## config.mk

```make
export PLATFORM = sky130hd
export DESIGN_NAME = scene_compositor
export DESIGN_NICKNAME = d
export VERILOG_FILES = /design/src/rtl/scene_compositor.sv
export SDC_FILE = /design/constraint.sdc
export NUM_CORES = 1
export LEC_CHECK = 0
export CORE_ASPECT_RATIO = 1.1
export CORE_MARGIN = 2
export CORE_UTILIZATION = 55
export DETAILED_ROUTE_END_ITERATION = 12
export PLACE_DENSITY = 0.86
export SYNTH_ARGS = -nofsm -noshare
export SYNTH_HDL_FRONTEND = slang
export SYNTH_SLANG_ARGS = --single-unit
```

## constraint.sdc

```tcl
create_clock -name clk -period 13.8 [get_ports clk]
set_input_delay 2.07 -clock clk [delete_from_list [all_inputs] [get_ports clk]]
set_output_delay 2.07 -clock clk [all_outputs]
set_load 0.02 [all_outputs]
```

## src/rtl/scene_compositor.sv

```systemverilog
// scene_compositor
//   Pixel compositor for the runner game's VGA path. Turns the scan position
//   into addresses for the external ground, window-banner, game-over and
//   cloud ROMs, then merges the returned pixels into one 12-bit RGB value.
//   Ground scrolling advances on game ticks, with a speed ramp-up. Offsets
//   are committed only on frame_start, so a frame never tears.
//
//   Optional feature: define SCENE_PARALLAX_EN to enable the cloud layer.
//   The cloud layer has its own half-speed scroll offset. Without the macro,
//   cloud_addr is tied to 0 and cloud_pix is ignored.
//
// Ports
//   clk          pixel clock
//   rst          asynchronous active-high reset
//   tick         one-cycle game-tick enable (100 Hz)
//   frame_start  one-cycle pulse before the first visible pixel of a frame
//   game_state   0 INITIAL, 1 PLAYING, 2/3 OVER
//   x, y         scan position; in_valid marks a visible pixel
//   *_addr       ROM addresses, valid 1 cycle after the scan position
//   *_pix        ROM data, returned ROM_LAT cycles after the address
//   data         composited pixel, ROM_LAT+2 cycles after the scan position
//   out_valid    qualifier for data (data is 0 whenever out_valid is 0)
//   speed        current scroll speed in pixels per tick
module scene_compositor #(
  parameter int          SCREEN_W    = 640,
  parameter int          GROUND_W    = 1200,
  parameter int          GROUND_Y    = 20,
  parameter int          GROUND_H    = 15,
  parameter int          WIN_X       = 0,
  parameter int          WIN_Y       = 1,
  parameter int          WIN_W       = 640,
  parameter int          WIN_H       = 153,
  parameter int          GO_X        = 223,
  parameter int          GO_Y        = 200,
  parameter int          GO_W        = 193,
  parameter int          GO_H        = 13,
  parameter int          SPEED_INIT  = 3,
  parameter int          SPEED_MAX   = 8,
  parameter int          ACCEL_TICKS = 500,
  parameter int          ROM_LAT     = 1,
  parameter int          ADDR_W      = 17,
  parameter logic [11:0] BG_COLOR    = 12'hFFF,
  parameter logic [11:0] KEY_COLOR   = 12'hF0F
) (
  input  logic              clk,
  input  logic              rst,
  input  logic              tick,
  input  logic              frame_start,
  input  logic [1:0]        game_state,
  input  logic [9:0]        x,
  input  logic [8:0]        y,
  input  logic              in_valid,
  output logic [ADDR_W-1:0] ground_addr,
  output logic [ADDR_W-1:0] win_addr,
  output logic [ADDR_W-1:0] go_addr,
  output logic [ADDR_W-1:0] cloud_addr,
  input  logic [11:0]       ground_pix,
  input  logic [11:0]       win_pix,
  input  logic [11:0]       go_pix,
  input  logic [11:0]       cloud_pix,
  output logic [11:0]       data,
  output logic              out_valid,
  output logic [3:0]        speed
);

  localparam int OFF_W  = $clog2(GROUND_W);
  localparam int SUM_W  = OFF_W + 1;
  localparam int GX_W   = ((OFF_W > 10) ? OFF_W : 10) + 1;
  localparam int ACC_W  = $clog2(ACCEL_TICKS + 1);
  localparam int FLAG_W = 7;

  localparam logic [3:0]       SPEED_INIT_4 = 4'(SPEED_INIT);
  localparam logic [3:0]       SPEED_MAX_4  = 4'(SPEED_MAX);
  localparam logic [ACC_W-1:0] ACC_LAST     = ACC_W'(ACCEL_TICKS - 1);

  typedef enum logic [1:0] {S_IDLE, S_RUN, S_FROZEN} scroll_state_t;

  scroll_state_t    state_reg, state_next;
  logic [OFF_W-1:0] pending_reg, pending_next;
  logic [OFF_W-1:0] committed_reg, committed_next;
  logic [3:0]       speed_reg, speed_next;
  logic [ACC_W-1:0] accel_reg, accel_next;

  // Advance an offset by step and wrap it modulo GROUND_W.
  // This assumes step < GROUND_W.
  function automatic logic [OFF_W-1:0] wrap_add(input logic [OFF_W-1:0] a,
                                                input logic [3:0] step);
    logic [SUM_W-1:0] s;
    s = {1'b0, a} + SUM_W'(step);
    if (s >= SUM_W'(GROUND_W)) s = s - SUM_W'(GROUND_W);
    return s[OFF_W-1:0];
  endfunction

`ifdef SCENE_PARALLAX_EN
  logic [OFF_W-1:0] cloud_pending_reg, cloud_pending_next;
  logic [OFF_W-1:0] cloud_committed_reg, cloud_committed_next;
  logic [3:0]       cloud_step;
  // The clouds move at half the ground speed, but never stop.
  assign cloud_step = (speed_reg[3:1] == 3'd0) ? 4'd1 : {1'b0, speed_reg[3:1]};
`endif

  // ---------------- scroll FSM ----------------
  always_ff @(posedge clk or posedge rst) begin
    if (rst) begin
      state_reg     <= S_IDLE;
      pending_reg   <= '0;
      committed_reg <= '0;
      speed_reg     <= SPEED_INIT_4;
      accel_reg     <= '0;
`ifdef SCENE_PARALLAX_EN
      cloud_pending_reg   <= '0;
      cloud_committed_reg <= '0;
`endif
    end else begin
      state_reg     <= state_next;
      pending_reg   <= pending_next;
      committed_reg <= committed_next;
      speed_reg     <= speed_next;
      accel_reg     <= accel_next;
`ifdef SCENE_PARALLAX_EN
      cloud_pending_reg   <= cloud_pending_next;
      cloud_committed_reg <= cloud_committed_next;
`endif
    end
  end

  always_comb begin
    state_next     = state_reg;
    pending_next   = pending_reg;
    committed_next = committed_reg;
    speed_next     = speed_reg;
    accel_next     = accel_reg;
`ifdef SCENE_PARALLAX_EN
    cloud_pending_next   = cloud_pending_reg;
    cloud_committed_next = cloud_committed_reg;
`endif
    case (game_state)
      2'd0:    state_next = S_IDLE;
      2'd1:    state_next = S_RUN;
      default: state_next = S_FROZEN;
    endcase

    // The commit samples the pre-tick pending value when both events coincide.
    if (frame_start) begin
      committed_next = pending_reg;
`ifdef SCENE_PARALLAX_EN
      cloud_committed_next = cloud_pending_reg;
`endif
    end

    case (state_next)
      S_IDLE: begin
        pending_next   = '0;
        committed_next = '0;
        speed_next     = SPEED_INIT_4;
        accel_next     = '0;
`ifdef SCENE_PARALLAX_EN
        cloud_pending_next   = '0;
        cloud_committed_next = '0;
`endif
      end
      S_RUN: begin
        if (tick) begin
          pending_next = wrap_add(pending_reg, speed_reg);
`ifdef SCENE_PARALLAX_EN
          cloud_pending_next = wrap_add(cloud_pending_reg, cloud_step);
`endif
          if (accel_reg == ACC_LAST) begin
            accel_next = '0;
            if (speed_reg < SPEED_MAX_4) speed_next = speed_reg + 4'd1;
          end else begin
            accel_next = accel_reg + ACC_W'(1);
          end
        end
      end
      default: ;  // FROZEN holds everything
    endcase
  end

  assign speed = speed_reg;

  // ---------------- stage 1: region tests and ROM addresses ----------------
  logic [10:0] xe;
  logic [9:0]  ye;
  logic [10:0] win_dx, go_dx;
  logic [9:0]  win_dy, go_dy, gnd_dy, gnd_row;
  logic        in_win, in_go, in_ground, in_cloud, vis;
  logic [GX_W-1:0] gx_sum, gx;

  assign xe = {1'b0, x};
  assign ye = {1'b0, y};

  // Unsigned offsets wrap to large values left of or above a box.
  // That lets one compare per axis serve as the inside test.
  assign win_dx = xe - 11'(WIN_X);
  assign win_dy = ye - 10'(WIN_Y);
  assign go_dx  = xe - 11'(GO_X);
  assign go_dy  = ye - 10'(GO_Y);
  assign gnd_dy = ye - 10'(GROUND_Y);

  assign in_win    = (win_dx < 11'(WIN_W)) && (win_dy < 10'(WIN_H));
  assign in_go     = (go_dx < 11'(GO_W)) && (go_dy < 10'(GO_H));
  assign in_ground = gnd_dy < 10'(GROUND_H);
  assign in_cloud  = ye < 10'(GROUND_Y);
  assign vis       = in_valid && (xe < 11'(SCREEN_W));
  assign gnd_row   = in_ground ? gnd_dy : 10'd0;

  assign gx_sum = GX_W'(x) + GX_W'(committed_reg);
  assign gx     = (gx_sum >= GX_W'(GROUND_W)) ? gx_sum - GX_W'(GROUND_W) : gx_sum;

  logic [ADDR_W-1:0] ground_addr_reg, win_addr_reg, go_addr_reg;
  logic [FLAG_W-1:0] flags_s1_reg;

  always_ff @(posedge clk or posedge rst) begin
    if (rst) begin
      ground_addr_reg <= '0;
      win_addr_reg    <= '0;
      go_addr_reg     <= '0;
      flags_s1_reg    <= '0;
    end else begin
      ground_addr_reg <= ADDR_W'(gnd_row) * ADDR_W'(GROUND_W) + ADDR_W'(gx);
      win_addr_reg    <= ADDR_W'(win_dy) * ADDR_W'(WIN_W) + ADDR_W'(win_dx);
      go_addr_reg     <= ADDR_W'(go_dy) * ADDR_W'(GO_W) + ADDR_W'(go_dx);
      flags_s1_reg    <= {vis, game_state[1], (game_state == 2'd0),
                          in_win, in_go, in_ground, in_cloud};
    end
  end

  assign ground_addr = ground_addr_reg;
  assign win_addr    = win_addr_reg;
  assign go_addr     = go_addr_reg;

`ifdef SCENE_PARALLAX_EN
  logic [ADDR_W-1:0] cloud_addr_reg;
  logic [GX_W-1:0]   cx_sum, cx;
  assign cx_sum = GX_W'(x) + GX_W'(cloud_committed_reg);
  assign cx     = (cx_sum >= GX_W'(GROUND_W)) ? cx_sum - GX_W'(GROUND_W) : cx_sum;
  always_ff @(posedge clk or posedge rst) begin
    if (rst) cloud_addr_reg <= '0;
    else     cloud_addr_reg <= ADDR_W'(in_cloud ? ye : 10'd0) * ADDR_W'(GROUND_W) + ADDR_W'(cx);
  end
  assign cloud_addr = cloud_addr_reg;
`else
  assign cloud_addr = '0;
`endif

  // ---------------- flag delay matching the ROM latency ----------------
  genvar gi;
  for (gi = 0; gi < ROM_LAT; gi++) begin : g_dly
    logic [FLAG_W-1:0] flags_reg;
    if (gi == 0) begin : g_first
      always_ff @(posedge clk or posedge rst) begin
        if (rst) flags_reg <= '0;
        else     flags_reg <= flags_s1_reg;
      end
    end else begin : g_rest
      always_ff @(posedge clk or posedge rst) begin
        if (rst) flags_reg <= '0;
        else     flags_reg <= g_dly[gi-1].flags_reg;
      end
    end
  end

  logic f_valid, f_over, f_init, f_win, f_go, f_ground, f_cloud;
  assign {f_valid, f_over, f_init, f_win, f_go, f_ground, f_cloud} =
         g_dly[ROM_LAT-1].flags_reg;

  // ---------------- output stage: layer priority ----------------
  logic [11:0] data_reg, data_next;
  logic        out_valid_reg;

`ifndef SCENE_PARALLAX_EN
  logic cloud_unused;
  assign cloud_unused = (^cloud_pix) ^ f_cloud;
`endif

  // Layers are applied lowest priority first, so each later hit overrides.
  always_comb begin
    data_next = BG_COLOR;
`ifdef SCENE_PARALLAX_EN
    if (f_cloud && (cloud_pix != KEY_COLOR)) data_next = cloud_pix;
`endif
    if (f_ground && !f_init)                       data_next = ground_pix;
    if (f_over && f_go && (go_pix != KEY_COLOR))   data_next = go_pix;
    if (f_win)                                     data_next = win_pix;
    if (!f_valid)                                  data_next = 12'h000;
  end

  always_ff @(posedge clk or posedge rst) begin
    if (rst) begin
      data_reg      <= 12'h000;
      out_valid_reg <= 1'b0;
    end else begin
      data_reg      <= data_next;
      out_valid_reg <= f_valid;
    end
  end

  assign data      = data_reg;
  assign out_valid = out_valid_reg;

endmodule

```

# Word-level counts from Yosys, hierarchy flattened
# Index checks and enable logic that the tools add are counted.
[word_totals]
register_bits = 113
input_bits = 74
output_inout_bits = 85
elab_cells = 75
[op_classes]
n_addsub = 13
mul = 3
n_lt_le_gt_ge = 9
eq_ne = 7
muxes = 19
reduce_logical = 13
[ops]
columns = ["op", "n"]
rows = [
  ["2-to-1 mux 12 bit", 5],
  ["2-to-1 mux 11 bit", 4],
  [">= comparator 12 x 11 -> 1 bit (second input constant)", 2],
  ["one-hot mux 11 bit (2 select lines)", 1],
  ["< comparator 10 x 4 -> 1 bit (second input constant)", 2],
  ["2-to-1 mux 9 bit", 2],
  ["one-hot mux 9 bit (2 select lines)", 1],
  ["adder 17 x 10 -> 17 bit", 1],
  ["adder 17 x 11 -> 17 bit", 1],
  ["adder 17 x 12 -> 17 bit", 1],
  ["multiplier 10 x 8 -> 17 bit (second input constant)", 1],
  ["multiplier 10 x 7 -> 13 bit (second input constant)", 1],
  ["adder 10 x 11 -> 12 bit", 1],
  ["adder 11 x 4 -> 12 bit", 1],
  ["2-to-1 mux 4 bit", 3],
  ["!= test 12 bit (second input constant)", 1],
  ["subtractor 12 x 11 -> 12 bit (second input constant)", 1],
  ["< comparator 11 x 8 -> 1 bit (second input constant)", 1],
  ["subtractor 10 x 8 -> 11 bit (second input constant)", 1],
  ["subtractor 11 bit (second input constant)", 1],
  ["< comparator 10 bit (second input constant)", 1],
  ["< comparator 10 x 8 -> 1 bit (second input constant)", 1],
  ["multiplier 10 x 3 -> 10 bit (second input constant)", 1],
  ["2-to-1 mux 10 bit", 1],
  ["other kinds (18)", 28],
]

# Depth between registers and ports, before layout
[depth]
word_depth = 6
mapped_depth = 24
ltp_nobuf = 24

# Worst setup path before layout
# OpenSTA, ideal clock, no wires.
[synth_path]
path_kind = "input port to flip-flop"
from = "in x[0]"
to = "reg ground_addr_reg[15], in the netlist ground_addr[15]"
setup_time_ns = 0.130
t_arrival_ns = 6.084
required_time_ns = 13.670
path_slack_ns = 7.586
path_stages = 22
n_path_buf = 0
path_cell_list = "ha_1 inv_1 fa_1 nor2b_1 o21a_1 nor2_1 xnor2_1 ha_1 inv_1 a211o_4 nor3b_4 o21bai_4 mux2_4 ha_1 a21o_1 a21oi_1 nor2b_1 o31a_1 o211a_1 o21ai_0 nor4_1 xnor2_1"
[synth_via]
elab_chain_len = 4
word_cells_on_any_way = 5
classes_between = "add/sub (3); order compare (1); mux (1)"
[synth_lines]
columns = ["element", "line_no", "rtl"]
rows = [
  ["start: declaration", "50", "input logic [9:0] x,"],
  ["adder 10 x 11 -> 12 bit *", "208", "assign gx_sum = GX_W'(x) + GX_W'(committed_reg);"],
  ["subtractor 12 x 11 -> 12 bit or >= comparator 12 x 11 -> 1 bit (tied branches)", "209", "assign gx = (gx_sum >= GX_W'(GROUND_W)) ? gx_sum - GX_W'(GROUND_W) : gx_sum;"],
  ["2-to-1 mux 12 bit *", "209", ""],
  ["adder 17 x 12 -> 17 bit *", "221", "ground_addr_reg <= ADDR_W'(gnd_row) * ADDR_W'(GROUND_W) + ADDR_W'(gx);"],
  ["end signal: assignment", "221", ""],
  ["end: declaration", "211", "logic [ADDR_W-1:0] ground_addr_reg, win_addr_reg, go_addr_reg;"],
]
# Every way passes the cells marked *; elsewhere a longest branch is shown, timed or not.
# A chain may end at the register's enable or synchronous reset.

# Worst setup path after layout
[layout_path]
from = "in y[2]"
to = "reg ground_addr_reg[15], in the netlist ground_addr[15]"
[layout_via]
elab_chain_len = 5
[layout_lines]
columns = ["element", "line_no", "rtl"]
rows = [
  ["start: declaration", "51", "input logic [8:0] y,"],
  ["subtractor 9 x 5 -> 10 bit *", "199", "assign gnd_dy = ye - 10'(GROUND_Y);"],
  ["< comparator 10 x 4 -> 1 bit", "203", "assign in_ground = gnd_dy < 10'(GROUND_H);"],
  ["2-to-1 mux 10 bit *", "206", "assign gnd_row = in_ground ? gnd_dy : 10'd0;"],
  ["multiplier 10 x 7 -> 13 bit *", "221", ""],
  ["adder 17 x 12 -> 17 bit *", "221", ""],
]
# Marks and branches as above.

==> results.json <==
{
  "reg2regPathDepth": 22,
  "critPathSlowestCell": "clkdlybuf4s50_1",
  "totalWireLength_mm": 19.49,
  "synth_area_per_cell_um2": 9.583,
  "hold_buffers": 0,
  "synthArstFlopShare": 1.000,
  "path_depth": 22,
  "required_ns": 14.08,
  "core_um2": 16370,
  "grt_pass1_vias": 6915,
  "grt_pass1_wl_mm": 32.38,
  "overflow": 0,
  "synth_commonest_cells": "ha_1, dfrtp_1, nor2_1, inv_1, xnor2_1",
  "synth.distinct_cells": 73,
  "cts.clk_slew.worst_paths_ns": 0.08,
  "die_w_um": 127.2,
  "cp_max_fo": 7,
  "n_antenna_cell": 0,
  "max_stage_delay_ns": 0.68,
  "relSlewSlack": 0.3445,
  "holdCritPathClass": "reg -> reg",
  "power_density_nw_per_um2": 120.8,
  "area_growth_syn_to_layout_pct": 19.52,
  "postRouteAntennaNets": 0,
  "ys_seq_area_frac": 0.3028,
  "cp_num_buf_inv": 4,
  "vias": 7189,
  "synth_xor_area_frac": 0.08764,
  "drt_iter0_markers": 322,
  "netlist_instances": 958,
  "antenna_found_initial": 0,
  "tns_ns": 0,
  "io_buffers": 129,
  "min_path_cells": 0,
  "path_cells": "clkdlybuf4s50_1, inv_1, ha_1, nor4_1, a31oi_1, o22ai_1, nand2_1, nor2_1, ha_1, ha_1, inv_1, fa_1, inv_1, fa_1, ha_1, nand2_1, a21oi_1, a211oi_1, xnor2_1, o21ai_0, nor4_1, xnor2_1",
  "rows": 49,
  "grt_max_degree": 82,
  "cts_setup_buffers": 0,
  "hold_viol": 0,
  "place_congestion": 0.9194,
  "synth_adder_area_share": 0.2628,
  "post-dp-hpwl_mm": 15.44,
  "p_leak_uw": 0.005341,
  "clk_path_buf_depth": 2,
  "die_y_um": 139.5,
  "critPathMostFrequentCell": "ha_1",
  "vdd_drop_max_uv": 96.97,
  "synth_top_area_share": 0.2971,
  "cts_root_buf": "clkbuf_16",
  "cts_resized": 0,
  "timing_max_transition_violations_final": 0,
  "cp-end-kind": "flip-flop",
  "yosysWarnings": 0,
  "rsz0062_at_grt": "false",
  "first_pass_iters": 5,
  "clkLatencyLatePin_ns": 0.37,
  "clock_sinks": 111,
  "synth_top_cell_by_area": "dfrtp_1",
  "setup_violations": 0,
  "viasPerCell": 5.509,
  "yosysMostFrequentCell": "ha_1",
  "status": "completed",
  "synth_top_family_by_area": "adder cells",
  "fmax_mhz": 140.8,
  "drc_errors": 0,
  "synth_compound_area_frac": 0.1390,
  "ios": 159,
  "power.total_uw": 1326,
  "track_usage": 0.2235,
  "synth_area_um2": 9180,
  "finalCriticalPeriod_ns": 7.105,
  "die_area_um2": 17740,
  "worst-setup-path-type": "in -> reg",
  "cts_htree_levels": 3,
  "post_drt_wl_per_cell_um": 14.93,
  "fin_crit_sh": 0.5148,
  "ys_seq_elements": 111,
  "max-cap-violations": 0,
  "startpoint_type": "primary input",
  "synthMuxAreaShare": 0.02017,
  "synthSimpleGateAreaFrac": 0.1296,
  "crit_family": "adder cells",
  "synth-main-ff-cell": "dfrtp_1",
  "cts_tree": "yes",
  "netlist_top_cells_area": "dfrtp_1, ha_1, xnor2_1",
  "start_util": 0.5608,
  "nets": 1349,
  "synth_edf_count": 0,
  "layout-drive-gt1-share": 0.04269,
  "worst_pin_slew_ns": 0.9832,
  "numCtsBuffers": 9,
  "finClkSkew_ns": 0.007800,
  "arrival_ns": 7.38
}
stage by stage:
stage | setup slack, ns | instances | cell area (um2) | hold slack [ns] | util
2_1_floorplan | 7.586 | 991 | 9304 | 0.3312 | -
3_3_place_gp | 6.515 | 1289 | 10660 | 0.3321 | 0.6512
3_5_place_dp | 6.391 | 1289 | 10660 | 0.3356 | 0.6512
4_1_cts | 6.722 | 1305 | 10970 | 0.3540 | 0.6703
5_1_grt | 6.291 | 1305 | 10970 | 0.3655 | 0.6703
6_report | 6.695 | 1305 | 10970 | 0.3510 | 0.6703
power breakdown:
part	internal, uW	switching (uW)	total, uW
clock	145	133	279
combinational	292	337	630
sequential	391	26.7	417
total	828	497	1330
per-layer routing:
layer | wire length [um] | vias up | global-route usage
met3 | 872 | 33 | 0.03191
met1 | 8361 | 3422 | 0.2861
li1 | - | 3546 | -
met2 | 9781 | 188 | 0.3877
met4 | 472 | 0 | 0.07692
met5 | 0 | - | 0
final timing paths:
| path | from | endpoint | slack (ns) |
|---|---|---|---|
| max in group asynchronous | rst | ground_addr[14] | 10.43 |
| worst max-delay path | y[2] | ground_addr[15] | 6.70 |
| worst min register to register | flags_s1_reg[6] | g_dly[0].flags_reg[6] | 0.35 |
| worst min-delay path | flags_s1_reg[6] | g_dly[0].flags_reg[6] | 0.35 |
| worst max register to register | committed_reg[0] | ground_addr[15] | 8.84 |
| min in group asynchronous | rst | data[5] | 2.04 |
area by class of cell:
| type | instances | area, um2 |
|---|---|---|
| tap | 204 | 255.2 |
| inverter | 86 | 325.3 |
| fill | 1261 | 5398 |
| sequential | 111 | 2780 |
| clock buffer | 9 | 225.2 |
| timing repair buffer | 130 | 1299 |
| multi-input combinational | 758 | 6000 |
| clock inverter | 7 | 87.58 |
cell families after synthesis:
family / Yosys count
buffers and inverters: 122
AND/OR/NAND/NOR: 246
flip-flops: 111
adder cells (fa/ha/maj): 179
multiplexers: 18
XOR/XNOR: 91
AO/OA/AOI/OAI: 189
other: 2
layout by cell type (no fill, tap or decap), drive strengths merged, types with 23 or more instances in the layout:
cell type / n
dfrtp: 109
fa: 23
nand2: 57
ha: 156
inv: 89
conb: 35
o21ai: 38
a21oi: 55
xor2: 33
xnor2: 58
clkdlybuf4s50: 129
nor2: 88
worst reg2reg max path, stage by stage, from the launching register on:
cell      delay (ns)
dfrtp_1         0.35
ha_1            0.21
inv_1           0.07
fa_1            0.41
nor2b_1         0.24
o21a_1          0.15
nor2_1          0.05
xnor2_1         0.27
ha_1            0.21
inv_1           0.07
a211o_4         0.35
nor3b_4         0.17
o21bai_4        0.22
mux2_4          0.32
ha_1            0.29
a21o_1          0.15
a21oi_1         0.22
nor2b_1         0.10
o31a_1          0.28
o211a_1         0.21
o21ai_0         0.25
nor4_1          0.10
xnor2_1         0.14
Power figures use the tool's default switching activity.
